### config.mk
export PLATFORM = sky130hd
export DESIGN_NAME = pipe_skid_stage
export DESIGN_NICKNAME = d
export VERILOG_FILES = /design/src/rtl/pipe_skid_stage.sv
export SDC_FILE = /design/constraint.sdc
export NUM_CORES = 1
export LEC_CHECK = 0
export BUFFER_PORTS_ARGS = -buffer_cell sky130_fd_sc_hd__buf_2
export CELL_PAD_IN_SITES_DETAIL_PLACEMENT = 1
export CELL_PAD_IN_SITES_GLOBAL_PLACEMENT = 2
export CORE_MARGIN = 4
export CORE_UTILIZATION = 28
export CTS_BUF_LIST = sky130_fd_sc_hd__clkbuf_2 sky130_fd_sc_hd__clkbuf_4 sky130_fd_sc_hd__clkbuf_8
export CTS_CLUSTER_DIAMETER = 60
export DETAILED_ROUTE_END_ITERATION = 7
export PLACE_DENSITY = 0.87
export SETUP_SLACK_MARGIN = 0.15
export SYNTH_ARGS = -nofsm -noshare
export SYNTH_HDL_FRONTEND = slang
export SYNTH_SLANG_ARGS = --single-unit
### constraint.sdc
create_clock -name clk -period 2.1 [get_ports clk]
set_clock_uncertainty 0.2 [all_clocks]
set_input_delay 0.315 -clock clk [delete_from_list [all_inputs] [get_ports clk]]
set_output_delay 0.315 -clock clk [all_outputs]
set_load 0.01 [all_outputs]
### src/rtl/pipe_skid_stage.sv
// Purpose  : elastic pipeline register with valid/ready handshake and a 2-entry skid buffer.
// Latency  : 1 cycle from in_fire to out_valid_o when empty; sustains one beat per cycle.
// Backpres.: in_ready_o comes from registered state only (low when both entries held).
//
// Ports:
//   clk, rst        clock, synchronous active-high reset
//   flush_i         drop all held entries (same-cycle input beat discarded)
//   clr_stats_i     clear the stall counter
//   in_valid_i/in_ready_o/in_data_i     upstream handshake + payload
//   out_valid_o/out_ready_i/out_data_o  downstream handshake + payload (main entry)
//   occupancy_o     number of held entries (0..2)
//   stall_cnt_o     saturating count of cycles with out_valid_o & !out_ready_i
module pipe_skid_stage #(
  parameter int DATA_W = 256,
  parameter int CNT_W  = 32
) (
  input  logic              clk,
  input  logic              rst,
  input  logic              flush_i,
  input  logic              clr_stats_i,
  input  logic              in_valid_i,
  output logic              in_ready_o,
  input  logic [DATA_W-1:0] in_data_i,
  output logic              out_valid_o,
  input  logic              out_ready_i,
  output logic [DATA_W-1:0] out_data_o,
  output logic [1:0]        occupancy_o,
  output logic [CNT_W-1:0]  stall_cnt_o
);

  // Encoding doubles as the occupancy count.
  localparam logic [1:0] ST_EMPTY = 2'd0;
  localparam logic [1:0] ST_ONE   = 2'd1;
  localparam logic [1:0] ST_TWO   = 2'd2;

  logic [1:0]        state;
  logic [DATA_W-1:0] main_q;
  logic [DATA_W-1:0] skid_q;
  logic [CNT_W-1:0]  stall_q;
  logic              in_fire;
  logic              out_fire;

  assign in_ready_o  = (state != ST_TWO);
  assign out_valid_o = (state != ST_EMPTY);
  assign occupancy_o = state;
  assign out_data_o  = main_q;
  assign stall_cnt_o = stall_q;

  assign in_fire  = in_valid_i & in_ready_o;
  assign out_fire = out_valid_o & out_ready_i;

  always_ff @(posedge clk) begin
    if (rst) begin
      state  <= ST_EMPTY;
      main_q <= '0;
      skid_q <= '0;
    end else if (flush_i) begin
      // A same-cycle out_fire was already sampled downstream; nothing to undo.
      // Payload registers are left as-is, only the state is emptied.
      state <= ST_EMPTY;
    end else begin
      case (state)
        ST_EMPTY: begin
          if (in_fire) begin
            state  <= ST_ONE;
            main_q <= in_data_i;
          end
        end
        ST_ONE: begin
          if (in_fire && out_fire) begin
            main_q <= in_data_i;
          end else if (in_fire) begin
            state  <= ST_TWO;
            skid_q <= in_data_i;
          end else if (out_fire) begin
            state <= ST_EMPTY;
          end
        end
        ST_TWO: begin
          // in_ready_o is low here, so only the drain path exists.
          if (out_fire) begin
            state  <= ST_ONE;
            main_q <= skid_q;
          end
        end
        default: state <= ST_EMPTY;
      endcase
    end
  end

  // Stall counter: clear wins over increment; flush has no effect on it.
  always_ff @(posedge clk) begin
    if (rst) begin
      stall_q <= '0;
    end else if (clr_stats_i) begin
      stall_q <= '0;
    end else if (out_valid_o && !out_ready_i && (stall_q != {CNT_W{1'b1}})) begin
      stall_q <= stall_q + 1'b1;
    end
  end

endmodule

==> results.md, run 1 <==
* Clock share of power at 42.3%
* Slew @ Worst Pin at 828.6 ps
* Max_cap viols at 0
* Sequential power share at 42.2%
* Final Cycle Share at 113.1%
* Total track usage at 22.99%
* Post-layout util at 49.03%
* Mapped cell area at 21200 um2
* Area Growth Syn to Fin at 72.71%
* R2R depth at 7
* IO buf count at 553
* Pre-CTS setup slack at -224.6 ps
* Drt via density at 5.185
* Initial core utilization at 28.39%
* CTS Sinks at 546
* Number of flops mapped to enable cells by yosys at 0
* Num CTS Buffers at 101
* Final setup vio count at 85
* Grt met3 use at 5.965%
* Failing checks: setup timing
* Worst Setup End Kind: flop
* Int Power at 0.01895 W
* Synthesis-stage register bit count at 546
* Largest net degree at the start of global routing at 146
* Antenna violations before repair at 8
* Switching portion of total power at 27.76%
* Pins Over Slew Limit at 0
* Fraction of layout cells with a size suffix above 1 at 37.27%
* GP Congestion at 0.7758
* Die width at 283.2 um
* Die area at 80200 um2
* YS warnings at 0
* Drt total wl at 109300 um
* H-tree levels at 3
* Vias at 24.95k
* Comb pwr share at 15.5%
* Critical path required time at 2490 ps
* Top cells by area, synth: dfxtp_1 (52%), nand2_1 (18%), a311oi_1 (11%)
* Distinct cell type count after synthesis at 40
* Sw power at 0.007281 W
* Mapped Avg Cell Area at 7.722 um2
* Total power at 0.02623 W
* Final WS setup at -275.6 ps
* GRT busiest layer: met2
* Root buf cell: clkbuf_8
* Cells after Synth at 2746
* Grt met2 use at 41.59%
* Asr flop ratio synth at 0%
* Worst Setup Start Kind: flop
* Crit Path Category: reg -> reg
* Synthesized Nets at 3009
* Peak supply drop at 552.8 uV
* First-pass GRT wire length at 149100 um
* Initial drt markers at 1395
* Achievable Freq at 0.4209 GHz
* Final HPWL DP at 52550 um
* CTS tree: built
* Critical Path AT at 2760 ps
* Layout Nets at 4022
* Wire per inst at 22.72 um
* Commonest register cell after synthesis: dfxtp_1
* Outcome: complete, but fails checks
* IO Pins at 554
* Hold Fails Final Rpt at 0
* Residual DRC at 0
* Clock insertion delay at the later pin of the skew report at 700 ps
* Post-synth top area share at 51.55%
* Pwr/cell area at 716.2 nW/um2
* Post-DRT Antenna Nets at 0
* Synth area leader: dfxtp_1
* Drt pass-1 iters at 5
* Final min period at 2376 ps
* Die boundary height at 283.2 um
* Site Rows at 100
* GRT met1 Usage at 25.71%
* Remaining Overflow, GRT at 0
* Vias in the first global route at 25.57k
* CP max FO at 7
* Total leakage power at 14.78 nW
* RSZ-0062 raised after global routing: yes
* Worst hold path class: in -> reg
* Clk slew on worst S/H paths at 70 ps
* Max-slew headroom at 44.76%
* Core area at 74700 um2
* Hold path depth at 6
* CTS Buffer Depth at 3
* Sequential fraction of the synthesis area at 51.55%
worst max-delay path, stage by stage, from the launching register on:
cell     delay, ps
dfxtp_4        370
ha_4           150
buf_4          130
and3_1         220
nand3_1        280
nor4_1         540
o21ai_0        200
a21oi_1        170
placed cells by master, fill, tap and decap left out, drive strengths merged, types with 4 or more instances in the layout:
| master | n |
|---|---|
| or3 | 8 |
| clkinv | 11 |
| nand2 | 1042 |
| and3 | 6 |
| diode | 6 |
| or2 | 4 |
| nand3 | 10 |
| a311oi | 256 |
| inv | 5 |
| nand4 | 12 |
| or4 | 13 |
| dfxtp | 546 |
| clkbuf | 195 |
| nor2 | 276 |
| a211oi | 5 |
| o31ai | 9 |
| xnor2 | 7 |
| o21ai | 6 |
| nor4 | 4 |
| dlygate4sd3 | 263 |
| a21oi | 278 |
| buf | 848 |
per-stage QoR:
stage | TNS, ps | cell area, um2 | instances | hold WS [ps]
after global routing | -15010 | 36620 | 4811 | 178.8
after floorplan | -571.5 | 21400 | 2746 | 182.1
after global placement | -1020 | 26000 | 4162 | 241.7
after detailed placement | -11250 | 26000 | 4162 | 247.1
after CTS | -1272 | 33180 | 4715 | 121.8
final | -4964 | 36620 | 4812 | 174.0
area by class of cell:
type,count,area (um2)
fill,8575,38070
multi-input combinational,1963,11310
sequential,546,11000
timing repair buffer,1144,10880
clock buffer,165,2039
tap,969,1212
clock inverter,16,140.1
inverter,2,20.02
antenna,6,15.01
timing repair inverter,1,8.758
final timing paths:
path	from	end	slack [ps]
min reg2reg	skid_q[221]	out_data_o[221]	240
max reg2reg	stall_cnt_o[1]	stall_cnt_o[23]	-280
max	stall_cnt_o[1]	stall_cnt_o[23]	-280
min	out_ready_i	skid_q[226]	170
kinds of logic after synthesis:
kind of cell	Yosys count	synth area share (%)
muxes	1	0.04721
AOI/OAI and AO/OA	565	18.23
adders and majority gates	1	0.05900
DFF	546	51.55
xor gates and xnor gates	10	0.4131
and+or+nand+nor	1386	25.48
buffers and inverters	237	4.219
synthesized netlist by cell type (2+ instances only):
library cell  number
o21ai_0            6
nor4_2             2
xor2_1             3
a31o_2             2
or4_1             13
o31ai_1            9
clkbuf_1         226
a41o_1             3
a21oi_1          278
a211oi_1           5
nand2_1         1042
xnor2_1            7
nor2b_1            3
a311oi_1         256
nand3_1           10
nand4_2            2
or3_1              8
a31oi_1            3
buf_1              5
nand2b_1           3
nor3_1             2
or2_1              2
and3_1             6
nand4_1           10
dfxtp_1          546
buf_2              4
nor2_1           276
nor4_1             2
registers in the layout, summed over array words and instances (netlist names):
| signal | cells |
|---|---|
| occupancy_o | 2 |
| out_data_o | 256 |
| skid_q | 256 |
| stall_cnt_o | 32 |
per-layer routing:
metal / part of all wire, % / routed length [um] / vias up
met3: 6.5 / 7162 / 325
met5: 0.024 / 26 / -
li1: - / - / 11418
met2: 51 / 56050 / 935
met1: 37 / 40980 / 12269
met4: 4.7 / 5128 / 4
repair_timing:
| action | in CTS | in global routing |
|---|---|---|
| hold buffers | 263 | 0 |
| endpoints found under the setup margin | 254 | 516 |
| cloned | 46 | 35 |
| pin swaps | 70 | 197 |
| resized for setup | 125 | 457 |
| endpoints found under the hold margin | 523 | 0 |
| buffers inserted | 63 | 57 |
power by group through the flow:
stage	Clock (W)	Combinational, W	Sequential [W]
5_1_grt	0.0118	0.00428	0.0111
2_1_floorplan	0	0.000912	0.0113
4_1_cts	0.0112	0.00319	0.0110
3_5_place_dp	0	0.00222	0.0112
3_3_place_gp	0	0.00217	0.0112
6_report	0.0111	0.00405	0.0111
Power figures use the tool's default switching activity.
==> run 2, diff against run 1 <==
--- a/config.mk
+++ b/config.mk
@@ -13,6 +13,7 @@
 export CTS_BUF_LIST = sky130_fd_sc_hd__clkbuf_2 sky130_fd_sc_hd__clkbuf_4 sky130_fd_sc_hd__clkbuf_8
 export CTS_CLUSTER_DIAMETER = 60
 export DETAILED_ROUTE_END_ITERATION = 7
+export MAX_ROUTING_LAYER = met4
 export PLACE_DENSITY = 0.87
 export SETUP_SLACK_MARGIN = 0.15
 export SYNTH_ARGS = -nofsm -noshare
==> results.md, run 2 (synthesis results as in run 1) <==
* Slew @ Worst Pin at 825.2 ps
* Root buf cell: clkbuf_8
* Post-DRT Antenna Nets at 0
* H-tree levels at 3
* Pwr/cell area at 709.5 nW/um2
* Drt total wl at 112400 um
* Max_cap viols at 0
* Initial drt markers at 1471
* CTS tree: built
* Final HPWL DP at 52550 um
* Fraction of layout cells with a size suffix above 1 at 37.86%
* Total power at 0.02631 W
* Clk slew on worst S/H paths at 70 ps
* Antenna violations before repair at 6
* Residual DRC at 0
* Pins Over Slew Limit at 0
* Die width at 283.2 um
* GP Congestion at 0.7864
* Hold Fails Final Rpt at 0
* Final Cycle Share at 114.0%
* Achievable Freq at 0.4179 GHz
* Remaining Overflow, GRT at 0
* Commonest cells after routing, fill and taps aside: nand2_1 (1037), buf_2 (550), dfxtp_1 (520), dlygate4sd3_1 (263), a21oi_1 (261)
* Final min period at 2393 ps
* Outcome: complete, but fails checks
* RSZ-0062 raised after global routing: yes
* CP max FO at 7
* Num CTS Buffers at 101
* Final WS setup at -293.0 ps
* Max-slew headroom at 44.99%
* Area Growth Syn to Fin at 74.89%
* Worst Setup Start Kind: flop
* Clock insertion delay at the later pin of the skew report at 700 ps
* Wire per inst at 23.26 um
* IO buf count at 553
* Register area at 11000 um2
* Number of fill cells at 8518
* Final setup vio count at 109
* Vias in the first global route at 25.58k
* Crit Path Category: reg -> reg
* IO Pins at 554
* Initial core utilization at 28.39%
* Critical Path AT at 2690 ps
* Setup TNS at -4892 ps
* Worst Setup End Kind: flop
* Largest net degree at the start of global routing at 146
* Peak supply drop at 603.4 uV
* Worst hold path class: in -> reg
* Site Rows at 100
* Total track usage at 23.70%
* Drt via density at 5.245
* Layout Nets at 4044
* Vias at 25.35k
* First-pass GRT wire length at 149000 um
* CTS Sinks at 546
* Die area at 80200 um2
* Die boundary height at 283.2 um
* CTS Buffer Depth at 3
* Drt pass-1 iters at 5
* Total leakage power at 15.02 nW
* Critical path required time at 2400 ps
* Failing checks: setup timing
* Multi-input gate area at 11380 um2
* Commonest non-fill, non-tap cell in the layout: nand2_1
* Core area at 74700 um2
-- run 2: changes by cell type in the layout (fill, tap and decap cells not counted), sizes merged --
cell,previous run,this run
buf,848,862
bufbuf,3,4
clkbuf,195,202
-- run 2: where the power goes --
group,internal (W),switching (W)
combinational,0.00208,0.00204
clock,0.00616,0.00496
sequential,0.0107,0.000337
total,0.0190,0.00734
-- run 2: cell type report --
cell class                      count  share of cell area, %
Multi-Input combinational cell   1963                  30.69
Timing Repair Buffer             1166                  30.38
Sequential cell                   546                  29.67
Clock buffer                      165                  5.500
Tap cell                          969                  3.269
Clock inverter                     16                 0.3779
Inverter                            2                0.05398
Antenna cell                        6                0.04049
Timing Repair inverter              1                0.02362
-- run 2: timing repair --
action / 4_1_cts / 5_1_grt
gates resized for setup: 125 / 491
pin swaps: 70 / 217
endpoints found under the setup margin: 254 / 515
endpoints found under the hold margin: 523 / 0
buffers inserted: 63 / 70
hold buffers: 263 / 0
gates cloned: 46 / 44
-- run 2: worst paths after layout --
kind | start | end | slack [ps] | cells past startpoint
setup / recovery | occupancy_o[1] | out_data_o[195] | -290 | 11
hold / removal | out_ready_i | skid_q[235] | 140 | 6
setup reg to reg | occupancy_o[1] | out_data_o[195] | -290 | 11
hold reg to reg | skid_q[221] | out_data_o[221] | 230 | 2
-- run 2: layer usage --
| metal | GRT usage, % | routed length (um) |
|---|---|---|
| met1 | 25.90 | 42900 |
| met5 | - | 0 |
| met4 | 9.403 | 5150 |
| met3 | 5.788 | 6906 |
| met2 | 41.51 | 57470 |
-- run 2: per-stage QoR --
stage | instances | setup WS [ps] | area (um2) | utilization (%) | hold WS, ps
floorplan | 2746 | -142.9 | 21400 | - | 182.1
global placement | 4162 | -174.0 | 26000 | 34.81 | 241.7
detailed placement | 4162 | -224.6 | 26000 | 34.81 | 247.1
CTS | 4715 | -90.26 | 33180 | 44.42 | 121.8
global route | 4834 | -387.1 | 37080 | 49.65 | 113.5
finish | 4834 | -293.0 | 37080 | 49.65 | 139.8
-- run 2: worst max-delay path: stages (launching register included) --
cell and delay, ps:
dfxtp_4 360, buf_6 130, nor2b_4 110, nand2_2 70
a21oi_4 210, buf_12 170, buf_16 160, buf_6 120
buf_12 110, buf_12 110, nor2_1 40, a311oi_1 390
==> run 3, diff against run 2 <==
--- a/config.mk
+++ b/config.mk
@@ -5,16 +5,18 @@
 export SDC_FILE = /design/constraint.sdc
 export NUM_CORES = 1
 export LEC_CHECK = 0
+export ABC_AREA = 1
 export BUFFER_PORTS_ARGS = -buffer_cell sky130_fd_sc_hd__buf_2
 export CELL_PAD_IN_SITES_DETAIL_PLACEMENT = 1
 export CELL_PAD_IN_SITES_GLOBAL_PLACEMENT = 2
 export CORE_MARGIN = 4
-export CORE_UTILIZATION = 28
+export CORE_UTILIZATION = 32
 export CTS_BUF_LIST = sky130_fd_sc_hd__clkbuf_2 sky130_fd_sc_hd__clkbuf_4 sky130_fd_sc_hd__clkbuf_8
 export CTS_CLUSTER_DIAMETER = 60
 export DETAILED_ROUTE_END_ITERATION = 7
 export MAX_ROUTING_LAYER = met4
-export PLACE_DENSITY = 0.87
+export PLACE_DENSITY = 0.94
+export RECOVER_POWER = 50
 export SETUP_SLACK_MARGIN = 0.15
 export SYNTH_ARGS = -nofsm -noshare
 export SYNTH_HDL_FRONTEND = slang
==> constraint.sdc (replaced) <==
create_clock -name clk -period 2.86 [get_ports clk]
set_clock_uncertainty 0.2 [all_clocks]
set_input_delay 0.429 -clock clk [delete_from_list [all_inputs] [get_ports clk]]
set_output_delay 0.429 -clock clk [all_outputs]
set_load 0.01 [all_outputs]
==> results.md, run 3 <==
* Number of flops mapped to enable cells by yosys at 0
* Final HPWL DP at 57210 um
* Wire per inst at 18.15 um
* Total power at 0.01852 W
* Cells after Synth at 3394
* Achievable Freq at 0.3905 GHz
* Internal reg-to-reg setup slack at 300 ps
* Max-slew headroom at 40.69%
* Hold Fails Final Rpt at 0
* Mapped cell area at 23470 um2
* Antenna violations before repair at 24
* Initial core utilization at 32.22%
* Slowest CP cell: nor2_1
* Drt via density at 4.940
* Layout Nets at 4378
* Post-synth top area share at 46.58%
* Final Cycle Share at 89.53%
* CTS Sinks at 546
* Initial drt markers at 1269
* Worst Setup End Kind: flop
* Num CTS Buffers at 102
* Synth cell count leaders: nand2_1 (582), dfxtp_1 (546), nor2_1 (527)
* Synthesized Nets at 3657
* Pwr/cell area at 587.5 nW/um2
* Critical path required time at 3230 ps
* CP cell instances: ha_1 -> nand2_2 -> nor2_1 -> nand2_4 -> nor2_4 -> nand2_4 -> nand2_4 -> inv_1 -> nor2_1 -> nor2_1
* Synthesis-stage register bit count at 546
* Vias at 25.56k
* Final min period at 2561 ps
* Pre-CTS setup slack at 540.0 ps
* Drt total wl at 93920 um
* Commonest register cell after synthesis: dfxtp_1
* Root buf cell: clkbuf_8
* Remaining Overflow, GRT at 0
* GP Congestion at 0.8047
* Finished Layout Cells at 5175
* Worst hold path class: in -> reg
* IO buf count at 553
* Residual DRC at 0
* Core area at 72830 um2
* Vias in the first global route at 26.50k
* Distinct cell type count after synthesis at 32
* Total leakage power at 13.01 nW
* CP max FO at 19
* Clock insertion delay at the later pin of the skew report at 690 ps
* Asr flop ratio synth at 0%
* Commonest cells after routing, fill and taps aside: nand2_1 (582), dfxtp_1 (545), nor2_1 (529), o21ai_0 (351), inv_1 (323)
* Worst Setup Start Kind: flop
* Slew @ Worst Pin at 889.7 ps
* Mapped Avg Cell Area at 6.914 um2
* Synth area leader: dfxtp_1
* Sequential fraction of the synthesis area at 46.58%
* Hold Slack at 81.62 ps
* Die boundary height at 278.8 um
* Final WS setup at 299.3 ps
* Most frequent cell after synthesis: nand2_1
* Crit Path Category: reg -> reg
* Largest net degree at the start of global routing at 124
* Setup TNS at 0 ps
* Die area at 77720 um2
* Max_cap viols at 0
* Peak supply drop at 378.3 uV
* CP peak stage delay at 500 ps
* H-tree levels at 3
* Site Rows at 99
* Final setup vio count at 0
* Commonest non-fill, non-tap cell in the layout: nand2_1
* Outcome: finished, final reports clean
* Area Growth Syn to Fin at 34.32%
* CTS tree: built
* Critical Path AT at 2940 ps
* Fraction of layout cells with a size suffix above 1 at 12.48%
* Clk slew on worst S/H paths at 60 ps
* Postcts setup bufs at 0
* RSZ-0062 raised after global routing: no
* Top cells by area, synth: dfxtp_1 (47%), nand2_1 (9.3%), nor2_1 (8.4%)
* Die width at 278.8 um
* CP top delay family: simple AND/OR/NAND/NOR gates
* First-pass GRT wire length at 146100 um
* Post-DRT Antenna Nets at 0
* YS warnings at 0
* Pins Over Slew Limit at 0
* Drt pass-1 iters at 4
* CTS Buffer Depth at 3
* Dpl cells at 4706
* IO Pins at 554
* Crit path buf inv count at 1
* Total track usage at 23.76%
==> run 3: metal layers <==
metal | global-route usage (%) | vias up | wire length, um
met2 | 39.73 | 686 | 45670
met5 | - | - | 0
li1 | - | 12374 | -
met3 | 4.314 | 286 | 4222
met4 | 13.00 | 0 | 5394
met1 | 27.01 | 12218 | 38630
==> run 3: cells by family after synthesis <==
group / count (synthesis) / synth area share, %
XOR/XNOR: 6 / 0.2240
AND/OR/NAND/NOR: 1387 / 24.12
adder cells (fa/ha/maj): 1 / 0.05331
flip-flops: 546 / 46.58
AO/OA/AOI/OAI: 871 / 18.63
buffers and inverters: 583 / 10.39
==> run 3: cell type report <==
type	instances	area, um2
multi-input cells	2265	10090
clock buffers	165	2008
clock inverters	15	176.4
fillers	9455	41320
inverters	327	1247
well taps	959	1200
diodes	25	62.56
flip-flops and latches	546	10930
repair buffers	873	5799
==> run 3: timing repair <==
action,4_1_cts,5_1_grt
cloned,2,0
endpoints found under the setup margin,1,1
hold buffers,262,0
resized for setup,1,1
hold endpoints to repair,518,0
==> run 3: worst paths after layout <==
kind | from | to | cells past startpoint
min reg2reg | out_data_o[110] | out_data_o[110] | 2
max | stall_cnt_o[1] | stall_cnt_o[0] | 10
min | rst | skid_q[92] | 4
max reg2reg | stall_cnt_o[1] | stall_cnt_o[0] | 10
==> run 3: per-stage QoR <==
stage | area, um2 | util [%]
floorplan | 23470 | -
finish | 31520 | 43.27
CTS | 31890 | 43.78
detailed placement | 27010 | 37.08
global route | 31520 | 43.27
global placement | 27010 | 37.08
==> run 3: report_power, final <==
part           switching, W  internal [W]
combinational       0.00132      0.000885
clock               0.00348       0.00463
sequential         0.000239       0.00797
==> run 3: tightest hold or removal path: stages <==
cell     delay, ps
buf_2          150
inv_8          150
o21ai_0        130
nor2_1          40
